<file path="src/rtl/mcu_bus_arbiter.sv">
// Two-master round-robin arbiter for the MCU data bus.
// Responses are routed in order through a small master-ID FIFO.
module mcu_bus_arbiter #(
    parameter int ADDR_WIDTH      = 32,
    parameter int DATA_WIDTH      = 32,
    parameter int MAX_OUTSTANDING = 4,
    localparam int BW = DATA_WIDTH / 8,
    localparam int PW = $clog2(MAX_OUTSTANDING),
    localparam int CW = PW + 1
) (
    input  logic                  clock,
    input  logic                  reset_n,
    input  logic                  m0_req,
    input  logic [ADDR_WIDTH-1:0] m0_addr,
    input  logic                  m0_we,
    input  logic [BW-1:0]         m0_be,
    input  logic [DATA_WIDTH-1:0] m0_wdata,
    output logic                  m0_gnt,
    output logic                  m0_rvalid,
    output logic [DATA_WIDTH-1:0] m0_rdata,
    input  logic                  m1_req,
    input  logic [ADDR_WIDTH-1:0] m1_addr,
    input  logic                  m1_we,
    input  logic [BW-1:0]         m1_be,
    input  logic [DATA_WIDTH-1:0] m1_wdata,
    output logic                  m1_gnt,
    output logic                  m1_rvalid,
    output logic [DATA_WIDTH-1:0] m1_rdata,
    output logic                  s_req,
    output logic [ADDR_WIDTH-1:0] s_addr,
    output logic                  s_we,
    output logic [BW-1:0]         s_be,
    output logic [DATA_WIDTH-1:0] s_wdata,
    input  logic                  s_gnt,
    input  logic                  s_rvalid,
    input  logic [DATA_WIDTH-1:0] s_rdata,
    output logic [CW-1:0]         outstanding_cnt,
    output logic                  protocol_error
);

    localparam logic [CW-1:0] FULL_CNT = CW'(MAX_OUTSTANDING);

    logic                       prio_q, prio_d;
    logic [MAX_OUTSTANDING-1:0] ids_q, ids_d;
    logic [PW-1:0]              wr_q, wr_d;
    logic [PW-1:0]              rd_q, rd_d;
    logic [CW-1:0]              cnt_q, cnt_d;
    logic                       err_q, err_d;

    logic both, sel, full, empty, push, pop, head;

    assign both  = m0_req & m1_req;
    assign sel   = both ? prio_q : m1_req;
    assign full  = (cnt_q == FULL_CNT);
    assign empty = (cnt_q == '0);
    assign head  = ids_q[rd_q];

    // Handshake outputs are gated so nothing leaks out while in reset.
    assign s_req = reset_n & (m0_req | m1_req) & ~full;
    assign push  = s_req & s_gnt;
    assign pop   = reset_n & s_rvalid & ~empty;

    assign m0_gnt    = push & ~sel;
    assign m1_gnt    = push & sel;
    assign m0_rvalid = pop & ~head;
    assign m1_rvalid = pop & head;
    assign m0_rdata  = s_rdata;
    assign m1_rdata  = s_rdata;

    assign s_addr  = sel ? m1_addr  : m0_addr;
    assign s_we    = sel ? m1_we    : m0_we;
    assign s_be    = sel ? m1_be    : m0_be;
    assign s_wdata = sel ? m1_wdata : m0_wdata;

    assign outstanding_cnt = cnt_q;
    assign protocol_error  = err_q;

    always_comb begin
        prio_d = prio_q;
        ids_d  = ids_q;
        wr_d   = wr_q;
        rd_d   = rd_q;
        cnt_d  = cnt_q;
        err_d  = err_q | (s_rvalid & empty);
        if (push) begin
            ids_d[wr_q] = sel;
            wr_d        = wr_q + 1'b1;
            if (both) prio_d = ~sel;
        end
        if (pop) rd_d = rd_q + 1'b1;
        unique case ({push, pop})
            2'b10:   cnt_d = cnt_q + 1'b1;
            2'b01:   cnt_d = cnt_q - 1'b1;
            default: cnt_d = cnt_q;
        endcase
    end

    always_ff @(posedge clock or negedge reset_n) begin
        if (!reset_n) begin
            prio_q <= 1'b0;
            ids_q  <= '0;
            wr_q   <= '0;
            rd_q   <= '0;
            cnt_q  <= '0;
            err_q  <= 1'b0;
        end else begin
            prio_q <= prio_d;
            ids_q  <= ids_d;
            wr_q   <= wr_d;
            rd_q   <= rd_d;
            cnt_q  <= cnt_d;
            err_q  <= err_d;
        end
    end

endmodule

</file>
<file path="config.mk">
export PLATFORM = sky130hd
export DESIGN_NAME = mcu_bus_arbiter
export DESIGN_NICKNAME = d
export VERILOG_FILES = /design/src/rtl/mcu_bus_arbiter.sv
export SDC_FILE = /design/constraint.sdc
export NUM_CORES = 1
export LEC_CHECK = 0
export BUFFER_PORTS_ARGS = -buffer_cell sky130_fd_sc_hd__buf_2
export CAP_MARGIN = 20
export CELL_PAD_IN_SITES_DETAIL_PLACEMENT = 0
export CELL_PAD_IN_SITES_GLOBAL_PLACEMENT = 1
export CORE_AREA = 2 2 124 126
export DETAILED_ROUTE_END_ITERATION = 12
export DIE_AREA = 0 0 126 128
export GPL_TIMING_DRIVEN = 1
export PLACE_DENSITY = 0.68
export SLEW_MARGIN = 20
export SYNTH_ARGS = -nofsm -noshare
export SYNTH_HDL_FRONTEND = slang
export SYNTH_SLANG_ARGS = --single-unit
</file>
<file path="constraint.sdc">
create_clock -name clock -period 3.3 [get_ports clock]
set_input_delay 0.165 -clock clock [delete_from_list [all_inputs] [get_ports clock]]
set_output_delay 0.165 -clock clock [all_outputs]
set_load 0.01 [all_outputs]
</file>
==> PnR_summary.wiki <==
{| class="wikitable"
! Metric !! Value
|-
| Outcome || finished, final reports clean
|-
| Areal power density over the cells || 460 nW/um^2
|-
| Cell variety after synth || 27
|-
| Dominant cells by area after synthesis || mux2_2 38%, buf_4 24%, dfrtp_1 16%, ha_1 3.1%, buf_6 2.7%
|-
| Cell chain of the critical path || inv_1 -> a21boi_4 -> buf_12 -> mux2_2 -> buf_2
|-
| Yosys top cell area share || 0.379
|-
| Die height || 128 microns
|-
| Final Critical Period || 2.35 ns
|-
| Routed wire length on met3 || 957 microns
|-
| Number of antenna violations at the first check in global routing || 1
|-
| Cts bufs inserted || 3
|-
| Startpoint of the worst hold path || s_rvalid
|-
| Highest-delay cell along the critical path || a21boi_4
|-
| Maximum count of clock buffers along a single path || 2
|-
| Peak fanout along the critical path || 56
|-
| Synthesis-stage register bit count || 13
|-
| Terminus of the critical flop-to-flop path || outstanding_cnt[2]
|-
| Worst hold path cell count || 2
|-
| Transition time at the pin with the least slew margin || 0.687 ns
|-
| Syn nets || 382
|-
| Via density per instance || 3.74
|-
| Slowest stage delay, CP || 0.56 ns
|-
| Routed length on met1 || 4000 microns
|-
| Ports placed on the boundary || 318
|-
| Total Nets Final || 537
|-
| Post-layout power || 1.36 mW
|-
| First DRT Iteration DRCs || 44
|-
| Hold Fails Final Rpt || 0
|-
| Number of cells on the worst reg-to-reg path || 8
|-
| Max-slew violation count || 0
|-
| Via count of the first global-routing pass || 2125
|-
| Topmost layer with routed signal wires || met4
|-
| Count of input and output buffers || 221
|-
| Clk_skew || 0.00145 ns
|-
| Count of flip-flops with a built-in enable after synthesis || 0
|-
| Remaining DRCs || 0
|-
| Layout cells sized above 1 || 0.842
|-
| WS Path Type || reg -> out
|-
| Required time reported for the critical path endpoint || 3.13 ns
|-
| Total number of clock tree sinks || 13
|-
| Number of levels the H-tree was split into || 1
|-
| Clock-pin transition on the worst setup and hold timing paths || 0.04 ns
|-
| Setup_tns || 0 ns
|-
| WL/cell || 17.3 microns
|-
| Horizontal die dimension || 126 microns
|-
| Global-route wire length before repair || 13000 microns
|-
| Setup repair after global routing missed its margin || false
|-
| Worst hold path endpoint || protocol_error
|-
| Kind of launch point of the worst setup path || register
|-
| Count of yosys warnings during synthesis || 0
|-
| Core ar. || 14900 sq um
|-
| Overall die area || 16100 sq um
|-
| Placer's final routability congestion estimate || 0.827
|-
| Worst vdd rail ir drop || 0.000411 V
|-
| Clock tree root driver cell || clkbuf_16
|-
| Count of buffer and inverter cells on the critical path || 3
|-
| Nature of the critical path endpoint || output port
|-
| Number of rows created at floorplan || 45
|-
| Worst hold path class || in -> reg
|-
| Worst skew pair latency || 0.24 ns
|-
| Met2 routed wirelength || 4330 microns
|-
| Beginning of the worst register-to-register path || outstanding_cnt[0]
|-
| Count of final setup violators || 0
|-
| Synth-to-Final Area Change || 43.8%
|-
| Leak pwr || 1.54 nW
|-
| Via count || 2030
|-
| Routed Antenna Nets || 0
|-
| Worst reg-to-reg setup slack || 1.12 ns
|-
| TritonCTS clock tree || yes
|-
| Number of max-cap violations || 0
|-
| Largest net degree at the start of global routing || 57
|-
| Post-synthesis cell area || 2050 sq um
|-
| Post-synth top flop || dfrtp_1
|-
| Worst slew margin || 0.541
|-
| Top post-synthesis cells by count || 69 x mux2_2, 66 x buf_4, 13 x dfrtp_1
|-
| Cell class contributing the biggest share of worst-path delay || buffers and inverters
|-
| Synth Area per Inst || 10.3 sq um
|-
| Crit path arrival time || 2.18 ns
|-
| Max Fclk || 0.426 GHz
|-
| Most common cell in the netlist || mux2_2
|-
| Sequential fraction of the synthesis area || 0.159
|-
| Tot GR Track Use || 0.105
|-
| Share of synthesized registers carrying an async set or reset || 1.00
|-
| Post-CTS sizing || 0
|-
| Detail Placement HPWL || 8560 microns
|-
| 1st-pass router iterations || 3
|-
| Largest area contributor in the synthesized netlist || mux2_2
|-
| Logic depth of the worst setup path including buffers || 5
|-
| Starting density of the core || 0.138
|-
| Total wire length after detailed routing || 9410 microns
|-
| Final critical-path share of the clock period || 0.711
|-
| Synthesized instance count || 200
|-
| Remaining global-route overflow || 0
|}
## registers in the layout (all words and copies together), names as in the netlist
register and flops:
wr_q 2, prio_q 1, outstanding_cnt 3, ids_q 4, protocol_error 1, rd_q 2
## how the worst max path moves through the flow
stage,from,endpoint,slack (ns)
floorplan,outstanding_cnt[0],outstanding_cnt[2],1.23
global placement,outstanding_cnt[0],outstanding_cnt[2],1.17
detailed placement,outstanding_cnt[0],outstanding_cnt[2],1.12
CTS,prio_q,s_wdata[27],0.94
global route,prio_q,s_wdata[27],0.81
finish,prio_q,s_we,0.95
## per-stage QoR
step,instance area [sq um],hold slack [ns],util,std cells,worst slack [ns]
finish,2950,0.146,0.198,543,0.953
global route,2950,0.152,0.198,543,0.808
CTS,2950,0.147,0.198,542,0.938
detailed placement,2860,0.0929,0.192,537,1.12
global placement,2860,0.0841,0.192,537,1.17
floorplan,2050,-0.131,-,200,1.23
## power by group
part	total (mW)	switching, mW	internal, mW
clock network	0.224	0.0614	0.162
registers	0.315	0.0739	0.241
logic	0.818	0.402	0.416
## cells in the final DEF (no fill, tap or decap), types with 2 or more instances in the layout
cell type | synthesis | layout
buf_2 | 2 | 221
mux2_2 | 69 | 69
dfrtp_1 | 13 | 13
inv_1 | 6 | 6
mux2_1 | 5 | 5
ha_1 | 5 | 5
xnor2_1 | 4 | 4
nand3_1 | 4 | 4
xor2_1 | 3 | 3
clkbuf_16 | 0 | 3
o211a_1 | 2 | 2
nor2_1 | 2 | 2
## timing repair
| action | 4_1_cts | 5_1_grt |
|---|---|---|
| setup buffers | 0 | 0 |
| hold endpoints to repair | 13 | 0 |
| hold buffers | 1 | 0 |
## worst reg2reg max path, stage by stage (launching register included)
cell and delay [ns]:
dfrtp_1 0.44, or3b_1 0.51, nand2_4 0.12, ha_1 0.18, inv_1 0.06, fa_1 0.37
xor2_1 0.15, nor2_1 0.11, xor2_1 0.16
## routing by layer
metal | track usage | up-vias
met4 | 0.0168 | 0
li1 | - | 932
met5 | 0 | -
met3 | 0.0401 | 8
met2 | 0.167 | 149
met1 | 0.139 | 941
## kinds of logic (layout without fill, tap and decap cells)
| logic type | count (synthesis) | in the layout | synth area share |
|---|---|---|---|
| AO/OA/AOI/OAI | 5 | 5 | 0.0244 |
| XOR/XNOR | 7 | 7 | 0.0299 |
| adder cells (fa/ha/maj) | 6 | 6 | 0.0403 |
| buffers and inverters | 79 | 233 | 0.285 |
| flip-flops | 13 | 13 | 0.159 |
| multiplexers | 76 | 76 | 0.422 |
| other | 0 | 1 | 0 |
| AND/OR/NAND/NOR | 14 | 14 | 0.0397 |
## final cells by class
class,instances,area [sq um]
antenna,1,2.50
clock buffer,4,78.8
fill,1662,11900
inverter,6,22.5
multi-input combinational,108,1150
sequential,13,325
tap,188,235
timing repair buffer,223,1140
No activity file was read; power rests on OpenSTA's default activity.
